--- src/rtl/accel_spi_reader.sv ---
// accel_spi_reader: SPI mode-3 master that configures an accelerometer and polls X/Y high bytes
module accel_spi_reader #(
    parameter int          CLK_DIV     = 25,
    parameter int          POLL_PERIOD = 500000,
    parameter logic [7:0]  INIT_ADDR   = 8'h2D,
    parameter logic [7:0]  INIT_DATA   = 8'h08,
    parameter logic [7:0]  X_ADDR      = 8'h33,
    parameter logic [7:0]  Y_ADDR      = 8'h35
) (
    input  logic       clk,
    input  logic       arst_n,
    output logic [7:0] o_accel_x,
    output logic [7:0] o_accel_y,
    output logic       o_valid,
    output logic       o_spi_sck,
    output logic       o_spi_cs_n,
    output logic       o_spi_mosi,
    input  logic       i_spi_miso
);
    localparam int TW = $clog2(POLL_PERIOD);
    localparam int DW = (CLK_DIV > 1) ? $clog2(CLK_DIV) : 1;
    typedef enum logic [1:0] {S_INIT, S_IDLE, S_RD_X, S_RD_Y} state_t;
    state_t          r_state, w_state_next;
    logic            r_active;
    logic [DW-1:0]   r_div;
    logic [5:0]      r_half;
    logic [TW-1:0]   r_timer;
    logic [7:0]      r_rx, r_x_hold;
    logic            w_step, w_end, w_tick, w_start, w_bit;
    logic [15:0]     w_word;
    assign w_step = r_active && (r_div == DW'(CLK_DIV - 1));
    assign w_end  = w_step && (r_half == 6'd33);
    assign w_tick = (r_timer == TW'(POLL_PERIOD - 1));
    assign w_word = (r_state == S_INIT) ? {2'b00, INIT_ADDR[5:0], INIT_DATA}
                  : {2'b10, (r_state == S_RD_X) ? X_ADDR[5:0] : Y_ADDR[5:0], 8'h00};
    assign w_bit  = w_word[4'd15 - r_half[4:1]];
    // state register
    always_ff @(posedge clk or negedge arst_n) begin
        if (!arst_n) r_state <= S_INIT;
        else         r_state <= w_state_next;
    end
    // next state and slot start; the Y read starts in the same cycle the X slot ends
    always_comb begin
        w_state_next = r_state;
        w_start      = 1'b0;
        case (r_state)
            S_INIT: begin
                w_start = !r_active;
                if (w_end) w_state_next = S_IDLE;
            end
            S_IDLE: if (w_tick) begin
                w_start      = 1'b1;
                w_state_next = S_RD_X;
            end
            S_RD_X: if (w_end) begin
                w_start      = 1'b1;
                w_state_next = S_RD_Y;
            end
            S_RD_Y: if (w_end) w_state_next = S_IDLE;
            default: w_state_next = S_INIT;
        endcase
    end
    // free-running poll timer; ticks outside S_IDLE are simply ignored by the FSM
    always_ff @(posedge clk or negedge arst_n) begin
        if (!arst_n) r_timer <= '0;
        else         r_timer <= w_tick ? '0 : r_timer + 1'b1;
    end
    // slot sequencer: 34 half-periods of CLK_DIV cycles each, event m happens at r_half == m-1
    always_ff @(posedge clk or negedge arst_n) begin
        if (!arst_n) begin
            r_active   <= 1'b0;
            r_div      <= '0;
            r_half     <= '0;
            r_rx       <= '0;
            o_spi_sck  <= 1'b1;
            o_spi_cs_n <= 1'b1;
            o_spi_mosi <= 1'b0;
        end else if (w_start) begin
            r_active   <= 1'b1;
            r_div      <= '0;
            r_half     <= '0;
            o_spi_cs_n <= 1'b0;
        end else if (w_step) begin
            r_div  <= '0;
            r_half <= r_half + 6'd1;
            if (r_half == 6'd33) begin
                r_active <= 1'b0;
            end else if (r_half == 6'd32) begin
                o_spi_cs_n <= 1'b1;
                o_spi_mosi <= 1'b0;
            end else if (!r_half[0]) begin
                o_spi_sck  <= 1'b0;
                o_spi_mosi <= w_bit;
            end else begin
                o_spi_sck <= 1'b1;
                r_rx      <= {r_rx[6:0], i_spi_miso};
            end
        end else if (r_active) begin
            r_div <= r_div + 1'b1;
        end
    end
    // hold X until Y arrives so both outputs change together with a single valid pulse
    always_ff @(posedge clk or negedge arst_n) begin
        if (!arst_n) begin
            r_x_hold  <= '0;
            o_accel_x <= '0;
            o_accel_y <= '0;
            o_valid   <= 1'b0;
        end else begin
            o_valid <= 1'b0;
            if (w_end && r_state == S_RD_X) r_x_hold <= r_rx;
            if (w_end && r_state == S_RD_Y) begin
                o_accel_x <= r_x_hold;
                o_accel_y <= r_rx;
                o_valid   <= 1'b1;
            end
        end
    end
endmodule

--- config.mk ---
export PLATFORM = sky130hd
export DESIGN_NAME = accel_spi_reader
export DESIGN_NICKNAME = d
export VERILOG_FILES = /design/src/rtl/accel_spi_reader.sv
export SDC_FILE = /design/constraint.sdc
export NUM_CORES = 1
export LEC_CHECK = 0
export ABC_AREA = 1
export BUFFER_PORTS_ARGS = -buffer_cell sky130_fd_sc_hd__buf_4
export CAP_MARGIN = 20
export CELL_PAD_IN_SITES_DETAIL_PLACEMENT = 0
export CELL_PAD_IN_SITES_GLOBAL_PLACEMENT = 1
export CORE_MARGIN = 2
export CORE_UTILIZATION = 40
export CTS_CLUSTER_SIZE = 16
export DETAILED_ROUTE_END_ITERATION = 12
export GPL_ROUTABILITY_DRIVEN = 0
export PLACE_DENSITY = 0.7
export SYNTH_ARGS = -nofsm -noshare
export SYNTH_HDL_FRONTEND = slang
export SYNTH_SLANG_ARGS = --single-unit
--- constraint.sdc ---
create_clock -name clk -period 1.7 [get_ports clk]
set_clock_uncertainty 0.05 [all_clocks]
set_input_delay 0.17 -clock clk [delete_from_list [all_inputs] [get_ports clk]]
set_output_delay 0.17 -clock clk [all_outputs]
set_load 0.1 [all_outputs]
==> flow_summary.ini, run 1 <==
[synth]
syn_inst = 397
syn-cell-area_um2 = 3390
synth.top_cell.area_share_pct = 49.46
syn-num-nets = 412
ys_warn_count = 0
synth_area_leaders = dfrtp_1, nand2_1, inv_1, ha_1, xor2_1
synth-seq-cells = 69
synth-seq-area-share_pct = 51.02
avgSynthCellArea_um2 = 8.538
yosys.area.top_type = dfrtp_1
yosys.cell_types.count = 31

[floorplan]
die_w_um = 96.05
fp.coreArea_um2 = 8217
die_h_um = 96.05
io_pins = 23
start_util_pct = 41.25
dieArea_um2 = 9226
rows = 33

[cts]
cts_root_buf = clkbuf_8
cts-buffers-inserted = 9
ctsHtreeMaxLevel = 3
clock_latency_ps = 350
clkTransAtPathRegs_ps = 80
clock_sinks = 69
cts_tree = yes
cts_buffer_depth = 2

[routing]
met1Wirelength_mm = 3.727
wl_met3_um = 321
dr.pass1.iters = 5
drtAntennaViolNets = 0
routed_wl_mm = 7.949
routed_via_density = 4.772
wl_per_cell_um = 13.16
route.met2.wl_mm = 3.770
first_iter_violations = 124
vias = 2882
routed.top_layer = met4
drcViolationCount = 0

[timing]
hold_viol = 0
slew_headroom_pct = 64.91
period_minus_slack_ps = 1719
slew_violations = 0
rsz0062_at_grt = true
fmax_mhz = 581.9
fin_ws_ps = -18.62
finalCritPeriodShare_pct = 101.1
finalSetupViolCount = 6
tightestPinTransition_ps = 525.8

[place]
io_buffer_count = 22
place_inst = 571
hpwl_mm = 5.443

[finish]
post-route-util_pct = 56.33
layout.nets = 509
nFillCells = 753
drive_gt1_share_pct = 32.26
diodes = 0
area_growth_pct = 36.54
fin_cells = 604
final_common_cell = nand2_1
layout_common_cells = nand2_1, buf_4, dfrtp_1, inv_1, nor2_1

[grt]
grt_pass1_wl_mm = 13.33
globalRouteOverflowTotal = 0
globalRouteTotalUtil_pct = 18.97
antenna_found_initial = 0
grt_start_max_net_pins = 31
first_global_vias = 2859

[worst_setup_path]
critPathMaxFanout = 7
cp-start-kind = register
end_kind = register
critical_path_class = register to register
required_ps = 1940
arrival_ps = 1960

[power_and_ir_drop]
ir_drop_mv = 0.3635
power.density_nw_per_um2 = 696.9
p_leak_nw = 2.315

[status]
outcome = finished with violations
violations = negative setup slack

[run]
cap_violations = 0

[min_path]
hold_class = input pin to register
synthesized netlist by cell type, drive strengths merged:
| cell type | instances |
|---|---|
| a21oi | 7 |
| xnor2 | 4 |
| nor3 | 7 |
| and3 | 1 |
| o21ai | 32 |
| inv | 48 |
| o21a | 1 |
| ha | 12 |
| clkinv | 1 |
| o211ai | 1 |
| nand3 | 27 |
| nor2 | 37 |
| xor2 | 14 |
| buf | 7 |
| nor4 | 2 |
| and2 | 1 |
| dfstp | 2 |
| nand4 | 14 |
| nand2 | 111 |
| o31ai | 1 |
| dfrtp | 67 |
sequential cells by signal (all words and copies together) (netlist names), 2 cells and up:
name       flops
r_timer       19
r_div          5
r_half         6
r_state        2
o_accel_y      8
r_x_hold       8
o_accel_x      8
r_rx           8
per-stage QoR:
step	setup TNS (ps)	hold WS, ps	cell area [um2]	power [mW]	setup slack [ps]
after global routing	-1555	16.68	4628	3.335	-111.1
after CTS	-5.558	19.89	4453	3.260	-5.558
after detailed placement	-1825	80.83	4076	1.719	-153.4
after global placement	-440.7	73.89	4076	1.718	-54.40
after floorplan	0	-175.6	3390	1.673	50.58
final	-62.50	30.40	4628	3.225	-18.62
worst max-delay path, stage by stage, from the launching register on:
cell	delay [ps]
dfrtp_1	410
inv_2	90
ha_4	140
nand3_4	60
nor2_4	160
nand3_2	130
nand2_2	90
inv_2	60
nand2_8	110
nand2_8	90
nand3_4	150
nand2_2	60
nand2_2	50
area by class of cell:
type,count,area (um2),share of cell area (%)
multi-input cells,275,1633,35.28
well taps,105,131.4,2.839
inverters,49,187.7,4.055
flip-flops and latches,69,1729,37.36
clock buffers,9,123.9,2.676
repair buffers,90,719.4,15.54
clock inverters,7,103.9,2.244
metal layers:
metal | GRT usage, % | vias to the layer above
li1 | - | 1477
met1 | 25.65 | 1343
met2 | 29.86 | 53
met3 | 3.132 | 9
met4 | 8.571 | 0
met5 | 0 | -
report_power, final:
part / total (mW) / leakage [nW] / switching (mW) / internal (mW)
Clock: 1.54 / 0.115 / 0.695 / 0.846
Sequential: 1.64 / 0.908 / 0 / 1.64
Combinational: 0.0448 / 1.29 / 0.0342 / 0.0106
final timing paths:
check | start | endpoint | slack (ps) | cells after the start
worst min-delay path | i_spi_miso | r_rx[0] | 30 | 3
min in group asynchronous | arst_n | r_timer[17] | 230 | 2
worst max register to register | r_div[1] | r_rx[4] | -20 | 12
worst min register to register | o_accel_y[4] | o_accel_y[4] | 430 | 2
max in group asynchronous | arst_n | o_spi_sck | 810 | 3
worst max-delay path | r_div[1] | r_rx[4] | -20 | 12
what timing repair did:
| action | CTS | global route |
|---|---|---|
| setup endpoints to repair | 26 | 57 |
| buffers inserted | 8 | 5 |
| gates resized for setup | 11 | 38 |
| pin swaps | 5 | 12 |
| cloned | 3 | 0 |
| hold buffers | 1 | 0 |
| endpoints found under the hold margin | 26 | 0 |
kinds of logic after synthesis:
family,after synthesis,share of synthesized area (%)
AOI/OAI and AO/OA,42,6.423
DFF,69,51.02
and+or+nand+nor,200,26.50
xor gates and xnor gates,18,4.651
adders and majority gates,12,4.430
buffers and inverters,56,6.976
Note: power is estimated with default switching activity, not from simulation.
==> inputs of run 2 (changes only) <==
--- a/config.mk
+++ b/config.mk
@@ -7,11 +7,11 @@
 export LEC_CHECK = 0
 export ABC_AREA = 1
 export BUFFER_PORTS_ARGS = -buffer_cell sky130_fd_sc_hd__buf_4
-export CAP_MARGIN = 20
 export CELL_PAD_IN_SITES_DETAIL_PLACEMENT = 0
 export CELL_PAD_IN_SITES_GLOBAL_PLACEMENT = 1
 export CORE_MARGIN = 2
 export CORE_UTILIZATION = 40
+export CTS_BUF_LIST = sky130_fd_sc_hd__clkbuf_4
 export CTS_CLUSTER_SIZE = 16
 export DETAILED_ROUTE_END_ITERATION = 12
 export GPL_ROUTABILITY_DRIVEN = 0
==> run 2 against run 1 <==
The flow still finishes with violations (negative setup slack). Critical path depth did not move. Power decreased by 8.2%. Combinational power grew 4%. Core utilization shrank 0.14 points. Fmax decreased by 2.4%. Non-clock buffer count increased by 1.
==> flow_summary.ini, run 2 (synthesis gave the netlist of run 1 again) <==
[status]
outcome = finished with violations
violations = negative setup slack

[power_and_ir_drop]
p_leak_nw = 2.298
swShare_pct = 23.31
cell_internal_pwr_mw = 2.270
clkPwrFrac_pct = 43.0
p_sw_uw = 690.1
p_comb_share_pct = 1.6
power.total_mw = 2.960
ir_drop_mv = 0.3753
power.density_nw_per_um2 = 641.2
power_frac_seq_pct = 55.4

[floorplan]
io_pins = 23
rows = 33
fp.coreArea_um2 = 8217
start_util_pct = 41.25
dieArea_um2 = 9226
die_w_um = 96.05
die_h_um = 96.05

[finish]
top_register = r_timer
multi_input_area_um2 = 1652
final_common_cell = nand2_1
largest_reg_flops = 19
drive_gt1_share_pct = 32.14
ff_latch_area_um2 = 1729
layout.nets = 511
nFillCells = 745
layout_common_cells = nand2_1, buf_4, dfrtp_1, inv_1, nor2_1
diodes = 0
area_growth_pct = 36.21
post-route-util_pct = 56.19

[grt]
globalRouteOverflowTotal = 0
first_global_vias = 2880
grt_start_max_net_pins = 31
antenna_found_initial = 0
globalRouteTotalUtil_pct = 18.65
grt_pass1_wl_mm = 13.26

[timing]
slew_violations = 0
fmax_mhz = 568.1
hold_viol = 0
slew_headroom_pct = 73.66
finalCritPeriodShare_pct = 103.5
finalSetupViolCount = 14
period_minus_slack_ps = 1760
rsz0062_at_grt = true
tightestPinTransition_ps = 395.1
fin_ws_ps = -60.25

[cts]
clock_sinks = 69
ctsHtreeMaxLevel = 3
cts_tree = yes
cts_buffer_depth = 2
clock_latency_ps = 410
cts-buffers-inserted = 9
cts_root_buf = clkbuf_4
clkTransAtPathRegs_ps = 130

[place]
io_buffer_count = 22
hpwl_mm = 5.443

[routing]
wl_per_cell_um = 13.38
first_iter_violations = 97
routed_via_density = 4.825
vias = 2924
routed_wl_mm = 8.109
drcViolationCount = 0
dr.pass1.iters = 4
drtAntennaViolNets = 0

[worst_setup_path]
rr_endpoint = r_rx[1]
r2r_setup_slack_ps = -60
r2r_start = r_div[1]
crit_family = simple AND/OR/NAND/NOR gates
cp-start-kind = register
required_ps = 2000
critPathMaxFanout = 7
rr_worst_depth = 12
crit_chain = inv_2 -> ha_4 -> nand3_4 -> nor2_4 -> nand3_2 -> nand2_2 -> inv_2 -> nand2_8 -> nand2_8 -> nand3_4 -> nand2_1 -> nand2_1
critical_path_class = register to register
crit_buf_inv = 2
arrival_ps = 2060
path_depth = 12
critPathMaxStageDelay_ps = 440
end_kind = register
cpMaxStageDelayCell = dfrtp_1

[min_path]
hold_class = input pin to asynchronous set/reset pin

[run]
cap_violations = 0
==> run 2: changes by cell type in the layout (fill, tap and decap cells not counted), moves of 2 or more <==
cell | previous run | this run
nand2_1 | 100 | 97
nand2_2 | 8 | 10
nand3_4 | 3 | 5
nand2_4 | 2 | 4
nand3_2 | 11 | 6
clkbuf_8 | 9 | 0
clkbuf_4 | 0 | 9
nand3_1 | 14 | 17
==> run 2: stage by stage <==
stage | TNS [ps] | instances | setup WS (ps) | hold slack, ps | area (um2)
finish | -422.5 | 606 | -60.25 | 165.2 | 4617
global route | -2765 | 606 | -166.5 | 183.6 | 4617
CTS | -13.44 | 601 | -13.44 | 155.6 | 4448
detailed placement | -1825 | 571 | -153.4 | 80.83 | 4076
global placement | -440.7 | 571 | -54.40 | 73.89 | 4076
floorplan | 0 | 397 | 50.58 | -175.6 | 3390
==> run 2: how the worst max path moves through the flow <==
stage          slack, ps        from         end
2_1_floorplan         50  r_timer[0]   r_half[2]
3_3_place_gp         -50    r_div[0]     r_rx[7]
3_5_place_dp        -150    r_div[0]     r_rx[4]
4_1_cts              -10    r_div[1]  o_spi_mosi
5_1_grt             -170    r_div[1]     r_rx[4]
6_report             -60    r_div[1]     r_rx[1]
==> run 2: timing repair <==
action | CTS | global route
gates resized for setup | 18 | 33
setup endpoints to repair | 32 | 57
pin swaps | 6 | 11
hold endpoints to repair | 55 | 0
setup buffers | 9 | 4
hold buffers | 2 | 0
gates cloned | 3 | 1
==> run 2: power by group through the flow <==
| stage | registers, mW | logic [mW] | clock network, mW |
|---|---|---|---|
| finish | 1.64 | 0.0465 | 1.27 |
| global route | 1.64 | 0.0553 | 1.36 |
| CTS | 1.64 | 0.0504 | 1.30 |
| detailed placement | 1.67 | 0.0467 | 0 |
| global placement | 1.67 | 0.0461 | 0 |
| floorplan | 1.67 | 0.000000211 | 0 |
==> run 2: cell type report <==
type                            count  share of cell area, %
Tap cell                          105                  2.846
Clock buffer                        9                  1.463
Inverter                           49                  4.146
Timing Repair Buffer               91                  16.07
Multi-Input combinational cell    276                  35.77
Clock inverter                      7                  2.249
Sequential cell                    69                  37.45
==> run 2: worst register-to-register path, delay by kind of cell, from the launching register on <==
family	cells	cell delay, ps
adders and majority gates	1	140
DFF	1	440
and+or+nand+nor	9	920
buffers and inverters	2	160
==> run 2: routing by layer <==
layer | global-route usage (%) | vias up | wire, um
met2 | 30.44 | 53 | 3984
met1 | 25.15 | 1371 | 3776
li1 | - | 1489 | -
met5 | 0 | - | 0
met3 | 2.897 | 11 | 252
met4 | 6.667 | 0 | 96
==> inputs of run 3 (changes only) <==
--- a/config.mk
+++ b/config.mk
@@ -9,13 +9,14 @@
 export BUFFER_PORTS_ARGS = -buffer_cell sky130_fd_sc_hd__buf_4
 export CELL_PAD_IN_SITES_DETAIL_PLACEMENT = 0
 export CELL_PAD_IN_SITES_GLOBAL_PLACEMENT = 1
+export CORE_ASPECT_RATIO = 0.5
 export CORE_MARGIN = 2
 export CORE_UTILIZATION = 40
 export CTS_BUF_LIST = sky130_fd_sc_hd__clkbuf_4
-export CTS_CLUSTER_SIZE = 16
+export CTS_CLUSTER_SIZE = 24
 export DETAILED_ROUTE_END_ITERATION = 12
 export GPL_ROUTABILITY_DRIVEN = 0
-export PLACE_DENSITY = 0.7
+export PLACE_DENSITY_LB_ADDON = 0.1
 export SYNTH_ARGS = -nofsm -noshare
 export SYNTH_HDL_FRONTEND = slang
 export SYNTH_SLANG_ARGS = --single-unit
==> run 3 against run 2 <==
The run now ends clean. Count of clock-buffer cells in the layout is 1 higher. Highest routed layer unchanged. Worst setup slack improved by 82 ps. Sequential share of layout area rose by 1.6 points.
==> flow_summary.ini, run 3 (synthesis gave the netlist of run 1 again) <==
[place]
place_inst = 572
io_buffer_count = 22
pre_cts_slack_ps = -159.1
hpwl_mm = 5.545

[timing]
slew_headroom_pct = 65.85
tightestPinTransition_ps = 511.7
finalCritPeriodShare_pct = 98.73
period_minus_slack_ps = 1678
fmax_mhz = 595.8
finalSetupViolCount = 0
slew_violations = 0
hold_viol = 0
fin_setup_tns_ps = 0
rsz0062_at_grt = true
fin_ws_ps = 21.60
hold_ws_ps = 150.5

[routing]
drcViolationCount = 0
first_iter_violations = 149
drtAntennaViolNets = 0
dr.pass1.iters = 4
routed_via_density = 4.741
wl_per_cell_um = 13.14
vias = 2840
routed_wl_mm = 7.873

[finish]
final_common_cell = nand2_1
largest_reg_flops = 19
fin_cells = 599
multi_input_area_um2 = 1607
layout_common_cells = nand2_1, buf_4, dfrtp_1, inv_1, nor2_1
layout.nets = 496
area_growth_pct = 30.68
ff_latch_area_um2 = 1729
top_register = r_timer
post-route-util_pct = 54.58
drive_gt1_share_pct = 27.78
nFillCells = 770

[worst_setup_path]
arrival_ps = 2000
end_kind = register
critical_path_class = register to register
rr_worst_depth = 12
cp-start-kind = register
required_ps = 2020
critPathMaxFanout = 7

[grt]
grt_start_max_net_pins = 40
globalRouteTotalUtil_pct = 18.68
antenna_found_initial = 0
first_global_vias = 2893
globalRouteOverflowTotal = 0
grt_pass1_wl_mm = 13.71

[cts]
cts-buffers-inserted = 9
cts_root_buf = clkbuf_4
clkTransAtPathRegs_ps = 120
clock_latency_ps = 430
ctsHtreeMaxLevel = 3
cts_tree = yes
cts_buffer_depth = 2
clock_sinks = 69

[floorplan]
die_h_um = 69.09
fp.coreArea_um2 = 8115
start_util_pct = 41.77
die_w_um = 134.2
rows = 23
io_pins = 23
dieArea_um2 = 9271

[power_and_ir_drop]
power.density_nw_per_um2 = 591.0
ir_drop_mv = 0.2676
p_leak_nw = 2.163

[status]
outcome = completed

[min_path]
hold_class = input pin to asynchronous set/reset pin

[run]
cap_violations = 0
## run 3: cell count changes in the layout (fill, tap and decap cells not counted), sizes merged
| cell | change |
|---|---|
| bufinv | -2 |
| clkinvlp | +2 |
| nand2 | -1 |
| inv | -1 |
| buf | -15 |
| diode | +1 |
| clkbuf | +2 |
## run 3: cell type report
type / instances / share of cell area, %
antenna: 1 / 0.05650
clock buffer: 10 / 1.695
clock inverter: 6 / 0.8757
inverter: 49 / 4.237
multi-input combinational: 275 / 36.27
sequential: 69 / 39.04
tap: 112 / 3.164
timing repair buffer: 77 / 14.66
## run 3: power breakdown
part,internal [mW],switching (mW)
Clock,0.311,0.622
Sequential,1.64,0
Combinational,0.0106,0.0330
Total,1.96,0.655
## run 3: metal layers
metal,GRT usage (%),up-vias,wire length [um]
li1,-,1442,-
met1,26.41,1344,4123
met2,27.55,44,3359
met3,6.107,10,301
met4,5.029,0,89
met5,0,-,0
## run 3: path summary, 6_finish.rpt
kind | startpoint | end | slack, ps
hold / removal | arst_n | r_timer[8] | 150
hold reg to reg | o_spi_sck | o_spi_sck | 430
max in group asynchronous | arst_n | o_accel_y[5] | 900
setup reg to reg | r_div[1] | r_rx[1] | 20
setup / recovery | r_div[1] | r_rx[1] | 20
min in group clk | o_spi_sck | o_spi_sck | 430
## run 3: worst max-delay path, cell delays in order, from the launching register on
cell and delay, ps:
dfrtp_1 410, inv_2 80, ha_4 140, nand3_4 70, nor2_4 170, nand3_2 100
nand2_1 80, inv_2 60, nand2_8 110, nand2_8 90, nand3_4 130, nand2_1 60
nand2_1 60
## run 3: through the flow
step	total power, mW	area (um2)
after global routing	2.741	4427
final	2.618	4429
after detailed placement	1.716	4040
after floorplan	1.673	3390
after CTS	2.664	4269
after global placement	1.714	4040
## run 3: timing repair
item,in CTS,in global routing
setup buffers,2,2
endpoints found under the hold margin,70,0
endpoints found under the setup margin,38,55
resized for setup,13,28
hold buffers,2,0
cloned,3,1
pin swaps,5,11
